File: src/rtl/uart_tx_arbiter.sv
// uart_tx_arbiter
// Round-robin arbiter that lets NUM_REQ requesters share one UART transmitter.
// A granted byte is latched and presented on din with send_req until the
// transmitter answers with send_ack. After that the arbiter waits for send_ack
// to drop before it serves the next request.
//
// Ports
//   clk          system clock, rising edge
//   reset_n      asynchronous active-low reset
//   req          per-requester transmit request (level)
//   req_data     requester i byte at [i*DATA_SIZE +: DATA_SIZE]
//   req_ack      one-cycle pulse to the requester whose byte was accepted
//   grant        one-hot current owner, zero when idle
//   send_req     request to the transmitter
//   din          byte presented to the transmitter
//   send_ack     transmitter accept (level)
//   busy         high whenever the FSM is not idle
//   timeout_err  one-cycle pulse when the watchdog aborts a transfer
//
// Build option
//   UART_ARB_TIMEOUT_EN  enables the send_ack watchdog (TIMEOUT_CYCLES). When
//                        undefined, no counter is built, timeout_err is tied
//                        low and SEND waits forever.
//
// state       | meaning
// ST_IDLE     | no owner, searching for the next request
// ST_SEND     | byte latched, send_req high, waiting for send_ack
// ST_WAIT_LOW | byte accepted, waiting for send_ack to return low

module uart_tx_arbiter #(
    parameter int DATA_SIZE      = 8,
    parameter int NUM_REQ        = 4,
    parameter int TIMEOUT_CYCLES = 200000
) (
    input  logic                           clk,
    input  logic                           reset_n,
    input  logic [NUM_REQ-1:0]             req,
    input  logic [NUM_REQ*DATA_SIZE-1:0]   req_data,
    output logic [NUM_REQ-1:0]             req_ack,
    output logic [NUM_REQ-1:0]             grant,
    output logic                           send_req,
    output logic [DATA_SIZE-1:0]           din,
    input  logic                           send_ack,
    output logic                           busy,
    output logic                           timeout_err
);

    localparam int IDX_W = (NUM_REQ > 1) ? $clog2(NUM_REQ) : 1;

    typedef enum logic [1:0] {
        ST_IDLE     = 2'd0,
        ST_SEND     = 2'd1,
        ST_WAIT_LOW = 2'd2
    } state_t;

    state_t               r_state, w_state_nxt;
    logic [IDX_W-1:0]     r_last, w_last_nxt;
    logic [IDX_W-1:0]     r_idx, w_idx_nxt;
    logic [NUM_REQ-1:0]   r_grant, w_grant_nxt;
    logic [NUM_REQ-1:0]   r_req_ack, w_req_ack_nxt;
    logic                 r_send_req, w_send_req_nxt;
    logic [DATA_SIZE-1:0] r_din, w_din_nxt;
    logic                 r_busy;

    logic                 w_found;
    logic [IDX_W-1:0]     w_pick;
    int                   w_cand;
    logic                 w_wdog_tc;

    // Search upward from last+1, wrapping, so the previous owner comes last.
    always_comb begin
        w_found = 1'b0;
        w_pick  = '0;
        w_cand  = 0;
        for (int k = 1; k <= NUM_REQ; k++) begin
            w_cand = (int'(r_last) + k) % NUM_REQ;
            if (!w_found && req[IDX_W'(w_cand)]) begin
                w_found = 1'b1;
                w_pick  = IDX_W'(w_cand);
            end
        end
    end

`ifdef UART_ARB_TIMEOUT_EN
    localparam int WD_W = $clog2(TIMEOUT_CYCLES + 1);

    logic [WD_W-1:0] r_wdog;
    logic            r_timeout_err;

    // Counter sits at zero outside SEND, so every entry to SEND starts fresh.
    // A send_ack on the terminal cycle wins over the abort.
    assign w_wdog_tc = (r_state == ST_SEND) && !send_ack &&
                       (r_wdog == WD_W'(TIMEOUT_CYCLES - 1));

    always_ff @(posedge clk or negedge reset_n) begin
        if (!reset_n) begin
            r_wdog        <= '0;
            r_timeout_err <= 1'b0;
        end else begin
            r_timeout_err <= w_wdog_tc;
            if (r_state != ST_SEND || w_wdog_tc)
                r_wdog <= '0;
            else
                r_wdog <= r_wdog + 1'b1;
        end
    end

    assign timeout_err = r_timeout_err;
`else
    assign w_wdog_tc   = 1'b0;
    assign timeout_err = 1'b0;
`endif

    always_comb begin
        w_state_nxt    = r_state;
        w_last_nxt     = r_last;
        w_idx_nxt      = r_idx;
        w_grant_nxt    = r_grant;
        w_req_ack_nxt  = '0;
        w_send_req_nxt = r_send_req;
        w_din_nxt      = r_din;
        case (r_state)
            ST_IDLE: begin
                if (w_found) begin
                    w_state_nxt    = ST_SEND;
                    w_idx_nxt      = w_pick;
                    w_grant_nxt    = NUM_REQ'(1) << w_pick;
                    w_din_nxt      = req_data[int'(w_pick)*DATA_SIZE +: DATA_SIZE];
                    w_send_req_nxt = 1'b1;
                end
            end
            ST_SEND: begin
                if (send_ack || w_wdog_tc) begin
                    w_state_nxt    = ST_WAIT_LOW;
                    w_req_ack_nxt  = NUM_REQ'(1) << r_idx;
                    w_grant_nxt    = '0;
                    w_send_req_nxt = 1'b0;
                    w_last_nxt     = r_idx;
                end
            end
            ST_WAIT_LOW: begin
                if (!send_ack)
                    w_state_nxt = ST_IDLE;
            end
            default: begin
                w_state_nxt    = ST_IDLE;
                w_grant_nxt    = '0;
                w_send_req_nxt = 1'b0;
            end
        endcase
    end

    always_ff @(posedge clk or negedge reset_n) begin
        if (!reset_n) begin
            r_state    <= ST_IDLE;
            r_last     <= IDX_W'(NUM_REQ - 1);
            r_idx      <= '0;
            r_grant    <= '0;
            r_req_ack  <= '0;
            r_send_req <= 1'b0;
            r_din      <= '0;
            r_busy     <= 1'b0;
        end else begin
            r_state    <= w_state_nxt;
            r_last     <= w_last_nxt;
            r_idx      <= w_idx_nxt;
            r_grant    <= w_grant_nxt;
            r_req_ack  <= w_req_ack_nxt;
            r_send_req <= w_send_req_nxt;
            r_din      <= w_din_nxt;
            r_busy     <= (w_state_nxt != ST_IDLE);
        end
    end

    assign req_ack  = r_req_ack;
    assign grant    = r_grant;
    assign send_req = r_send_req;
    assign din      = r_din;
    assign busy     = r_busy;

endmodule

File: config.mk
export PLATFORM = sky130hd
export DESIGN_NAME = uart_tx_arbiter
export DESIGN_NICKNAME = d
export VERILOG_FILES = /design/src/rtl/uart_tx_arbiter.sv
export SDC_FILE = /design/constraint.sdc
export NUM_CORES = 1
export LEC_CHECK = 0
export CAP_MARGIN = 20
export CORE_MARGIN = 2
export CORE_UTILIZATION = 36
export CTS_CLUSTER_SIZE = 24
export DETAILED_ROUTE_END_ITERATION = 16
export PLACE_DENSITY = 0.76
export SETUP_SLACK_MARGIN = 0.05
export SLEW_MARGIN = 15
export SYNTH_ARGS = -nofsm -noshare
export SYNTH_HDL_FRONTEND = slang
export SYNTH_SLANG_ARGS = --single-unit
File: constraint.sdc
create_clock -name clk -period 1.5 [get_ports clk]
set_input_delay 0.15 -clock clk [delete_from_list [all_inputs] [get_ports clk]]
set_output_delay 0.15 -clock clk [all_outputs]
set_load 0.05 [all_outputs]
==> impl_metrics.prom, run 1 <==
# TYPE chip_impl_metric gauge
chip_impl_metric{name="placed_area",unit="µm²"} 1848
chip_impl_metric{name="place_worst_setup_slack",unit="ns"} -0.4379
chip_impl_metric{name="diodes",unit=""} 0
chip_impl_metric{name="leakagePower",unit="nW"} 0.8799
chip_impl_metric{name="die_height",unit="µm"} 61.97
chip_impl_metric{name="synth.yosys.seq_area_share",unit="%"} 49.84
chip_impl_metric{name="core_area",unit="µm²"} 3284
chip_impl_metric{name="detail_route.drc_violations",unit=""} 0
chip_impl_metric{name="yosys.area_share.xor_xnor",unit="%"} 0.7239
chip_impl_metric{name="fp.dieW",unit="µm"} 61.97
chip_impl_metric{name="tritoncts.num_buffers",unit=""} 3
chip_impl_metric{name="layout.core_utilization",unit="%"} 60.99
chip_impl_metric{name="muxShareOfSynthArea",unit="%"} 14.06
chip_impl_metric{name="placement.io_buffers",unit=""} 56
chip_impl_metric{name="cap_viol_max_count",unit=""} 0
chip_impl_metric{name="start_util",unit="%"} 36.84
chip_impl_metric{name="synth_compound_gate_area_share",unit="%"} 17.48
chip_impl_metric{name="critical_path.max_stage_delay",unit="ns"} 0.60
chip_impl_metric{name="hold-worst-slack",unit="ns"} 0.1839
chip_impl_metric{name="net-switching-power",unit="W"} 0.001895
chip_impl_info{name="synth_top_family_by_area",value="compound AO/OA/AOI/OAI gates"} 1
chip_impl_metric{name="clk_latency",unit="ns"} 0.31
chip_impl_metric{name="synth-adder-area-share",unit="%"} 0
chip_impl_metric{name="drt_first_pass_iters",unit=""} 4
chip_impl_metric{name="fmax",unit="MHz"} 623.1
chip_impl_metric{name="clock_tree.htree_level_count",unit=""} 1
chip_impl_metric{name="p_seq_share",unit="%"} 27.5
chip_impl_metric{name="final_number_of_max_transition_violations",unit=""} 0
chip_impl_metric{name="global_route.overflow_total",unit=""} 0
chip_impl_metric{name="comb_power_share",unit="%"} 61.2
chip_impl_metric{name="synth_simple_gate_area_share",unit="%"} 14.17
chip_impl_metric{name="top_level_ports",unit=""} 58
chip_impl_metric{name="drt_wl_total",unit="µm"} 3087
chip_impl_metric{name="vdd.ir_drop.worst",unit="mV"} 0.9123
chip_impl_metric{name="power.share.switching",unit="%"} 45.73
chip_impl_metric{name="area_growth_syn_to_layout",unit="%"} 65.56
chip_impl_metric{name="finish.net_count",unit=""} 218
chip_impl_metric{name="placed_wire_length_estimate",unit="µm"} 2326
chip_impl_metric{name="wl_per_cell",unit="µm"} 13.78
chip_impl_metric{name="final.period_utilization",unit="%"} 107.0
chip_impl_metric{name="power_per_cell_area",unit="nW/µm²"} 2068
chip_impl_metric{name="totalNegativeSetupSlack",unit="ns"} -1.006
chip_impl_metric{name="die_area",unit="µm²"} 3840
chip_impl_info{name="rsz0062_at_grt",value="true"} 1
chip_impl_metric{name="detail_route.vias_per_cell",unit=""} 4.844
chip_impl_info{name="path_class",value="register to register"} 1
chip_impl_metric{name="timing.critical_path.fanout_max",unit=""} 18
chip_impl_metric{name="period_needed",unit="ns"} 1.605
chip_impl_metric{name="grt_pass1_wl",unit="µm"} 4574
chip_impl_metric{name="antenna_found_initial",unit=""} 0
chip_impl_info{name="end_kind",value="register"} 1
chip_impl_metric{name="instance_count_of_the_mapped_netlist",unit=""} 110
chip_impl_info{name="run_status",value="finished with violations"} 1
chip_impl_metric{name="rows",unit=""} 21
chip_impl_metric{name="number_of_flip_flops_and_latches_in_the_synthesized_netlist",unit=""} 24
chip_impl_info{name="mostFrequentLayoutCell",value="sky130_fd_sc_hd__clkdlybuf4s50_1"} 1
chip_impl_info{name="failed_checks",value="setup timing"} 1
chip_impl_info{name="cts_tree",value="built"} 1
chip_impl_metric{name="dr.first_iter.drc_count",unit=""} 27
chip_impl_metric{name="layout_setup_ws",unit="ns"} -0.1049
chip_impl_metric{name="clock-skew-final",unit="ns"} 0.003830
chip_impl_metric{name="mappedNetlistArea",unit="µm²"} 1210
chip_impl_metric{name="post_route_cells_drive_above_1_share",unit="%"} 34.83
chip_impl_metric{name="num_vias",unit=""} 1085
chip_impl_metric{name="via_count_of_the_first_global_routing_pass",unit=""} 1057
chip_impl_metric{name="postSynthAreaPerCell",unit="µm²"} 11.00
chip_impl_metric{name="clk_pin_slew_worst_paths",unit="ns"} 0.13
chip_impl_metric{name="worstPathArrival",unit="ns"} 1.82
chip_impl_metric{name="detail-route-antenna-nets",unit=""} 0
chip_impl_info{name="crit_path_start_kind",value="register"} 1
chip_impl_info{name="cts_root_buffer",value="sky130_fd_sc_hd__clkbuf_4"} 1
chip_impl_metric{name="yosys_warnings",unit=""} 0
chip_impl_info{name="layout.cells.most_common_list",value="sky130_fd_sc_hd__clkdlybuf4s50_1 (38), sky130_fd_sc_hd__buf_4 (26), sky130_fd_sc_hd__dfrtp_1 (22)"} 1
chip_impl_metric{name="setup_viol",unit=""} 12
chip_impl_metric{name="clock_path_buffers",unit=""} 2
chip_impl_metric{name="crit_required",unit="ns"} 1.72
chip_impl_metric{name="track_usage",unit="%"} 16.20
chip_impl_info{name="critical_path.slowest_cell",value="sky130_fd_sc_hd__dfstp_2"} 1
chip_impl_metric{name="holdBufCountCts",unit=""} 0
chip_impl_metric{name="clock_power_share",unit="%"} 11.3
chip_impl_info{name="crit_path_cell_trace",value="a21oi_1 > a31oi_2 > a21oi_2 > buf_12 > buf_6 > a32o_1"} 1
chip_impl_metric{name="final_area",unit="µm²"} 2003
chip_impl_metric{name="yosys.cell_types.count",unit=""} 34
chip_impl_metric{name="postSynthNetCount",unit=""} 149
chip_impl_metric{name="numClockSinks",unit=""} 24
chip_impl_metric{name="final-hold-violation-count",unit=""} 0
chip_impl_metric{name="fillerInstances",unit=""} 289
chip_impl_metric{name="p_int",unit="W"} 0.002248
chip_impl_metric{name="grt_start_max_net_pins",unit=""} 25
chip_impl_metric{name="finalWeightedCongestion",unit=""} 0.7750
chip_impl_info{name="hp-class",value="primary input to asynchronous set/reset pin"} 1
==> what timing repair did <==
action | in CTS | in global routing
setup endpoints to repair | 12 | 16
gates cloned | 1 | 0
pin swaps | 1 | 5
resized for setup | 8 | 13
buffers inserted | 1 | 0
==> cell usage after synthesis <==
cell type	n	share of area [%]
sky130_fd_sc_hd__o21ai_2	1	0.72
sky130_fd_sc_hd__a31oi_1	1	0.52
sky130_fd_sc_hd__nand2_2	1	0.52
sky130_fd_sc_hd__a32o_1	1	0.83
sky130_fd_sc_hd__nor2_1	6	1.9
sky130_fd_sc_hd__o221ai_1	3	2.2
sky130_fd_sc_hd__a211oi_1	1	0.62
sky130_fd_sc_hd__dfrtp_1	22	46
sky130_fd_sc_hd__nor4_1	1	0.52
sky130_fd_sc_hd__buf_2	3	1.2
sky130_fd_sc_hd__o21ai_0	4	1.7
sky130_fd_sc_hd__a21oi_1	2	0.83
sky130_fd_sc_hd__inv_1	2	0.62
sky130_fd_sc_hd__mux2i_1	17	14
sky130_fd_sc_hd__and2_1	1	0.52
sky130_fd_sc_hd__nor2b_1	1	0.52
sky130_fd_sc_hd__nand2b_1	3	1.6
sky130_fd_sc_hd__o31ai_1	1	0.62
sky130_fd_sc_hd__or2_2	2	1.0
sky130_fd_sc_hd__buf_6	1	0.93
sky130_fd_sc_hd__dfstp_2	2	4.3
sky130_fd_sc_hd__nor3_2	1	0.83
sky130_fd_sc_hd__or3_1	1	0.52
sky130_fd_sc_hd__o22a_1	1	0.72
sky130_fd_sc_hd__nand2_1	16	5.0
sky130_fd_sc_hd__o221ai_2	5	6.2
sky130_fd_sc_hd__a21boi_0	1	0.62
sky130_fd_sc_hd__xor2_1	1	0.72
sky130_fd_sc_hd__a22o_1	1	0.72
sky130_fd_sc_hd__or2_1	1	0.52
sky130_fd_sc_hd__nor3_1	2	0.83
sky130_fd_sc_hd__conb_1	1	0.31
sky130_fd_sc_hd__o21a_1	2	1.2
sky130_fd_sc_hd__buf_4	1	0.62
==> final cells by class <==
cell class | count | area (µm²) | share of cell area [%]
Tap cell | 46 | 57.56 | 2.873
Sequential cell | 24 | 603.1 | 30.11
Clock inverter | 1 | 30.03 | 1.499
Timing Repair Buffer | 68 | 629.4 | 31.42
Clock buffer | 3 | 22.52 | 1.124
Inverter | 2 | 7.507 | 0.3748
Multi-Input combinational cell | 80 | 653.1 | 32.60
==> state kept, by name, summed over array words and instances, names as in the netlist <==
name	count
din	8
grant	4
req_ack	4
r_idx	2
r_last	2
r_state	2
busy	1
send_req	1
==> kinds of logic after synthesis <==
logic type / Yosys count
muxes: 17
other: 1
DFF: 24
and+or+nand+nor: 36
xor gates and xnor gates: 1
AOI/OAI and AO/OA: 24
buffers and inverters: 7
==> worst max-delay path: cells and delay by family, from the launching register on <==
| family | cells | cell delay (ns) |
|---|---|---|
| AO/OA/AOI/OAI | 4 | 0.59 |
| buffers and inverters | 2 | 0.30 |
| flip-flops | 1 | 0.60 |
==> worst paths after layout <==
path                                       start                    end  slack [ns]  depth (start not counted)
min                                      reset_n   req_ack[1]$_DFF_PN0_        0.18                          2
max in group asynchronous                reset_n  r_last[0]$_DFFE_PN1P_        1.03                          2
max reg2reg                r_last[1]$_DFFE_PN1P_   grant[3]$_DFFE_PN0P_       -0.10                          6
min in group clk            r_idx[1]$_DFFE_PN0P_   req_ack[1]$_DFF_PN0_        0.46                          1
min reg2reg                 r_idx[1]$_DFFE_PN0P_   req_ack[1]$_DFF_PN0_        0.46                          1
max                        r_last[1]$_DFFE_PN1P_   grant[3]$_DFFE_PN0P_       -0.10                          6
==> metal layers <==
metal	track usage [%]	wire, µm	up-vias
met5	0	0	-
met1	19.17	1304	526
li1	-	-	533
met3	1.863	89	2
met2	30.06	1671	24
met4	5.471	21	0
==> power groups by stage <==
stage               combinational (W)  clock, W  sequential [W]
finish                        0.00254  0.000466         0.00114
global route                  0.00271  0.000516         0.00117
CTS                           0.00245  0.000480         0.00112
detailed placement            0.00234         0         0.00114
global placement              0.00228         0         0.00113
floorplan                    0.000895         0         0.00179
==> stage by stage <==
stage                     power, W  std cells
final                     0.004143        224
after global routing      0.004391        224
after CTS                 0.004051        224
after detailed placement  0.003476        218
after global placement    0.003412        218
after floorplan           0.002681        110
No activity file was read; power rests on OpenSTA's default activity.
==> inputs of run 2 (changes only) <==
--- a/config.mk
+++ b/config.mk
@@ -5,7 +5,6 @@
 export SDC_FILE = /design/constraint.sdc
 export NUM_CORES = 1
 export LEC_CHECK = 0
-export CAP_MARGIN = 20
 export CORE_MARGIN = 2
 export CORE_UTILIZATION = 36
 export CTS_CLUSTER_SIZE = 24
==> results of run 2 <==
No change in the layout: final DEF, timing and power equal those of run 1.
==> inputs of run 3 (changes only) <==
--- a/config.mk
+++ b/config.mk
@@ -5,6 +5,7 @@
 export SDC_FILE = /design/constraint.sdc
 export NUM_CORES = 1
 export LEC_CHECK = 0
+export ABC_CLOCK_PERIOD_IN_PS = 1500
 export CORE_MARGIN = 2
 export CORE_UTILIZATION = 36
 export CTS_CLUSTER_SIZE = 24
==> results of run 3 <==
No change in the layout: final DEF, timing and power equal those of run 1.
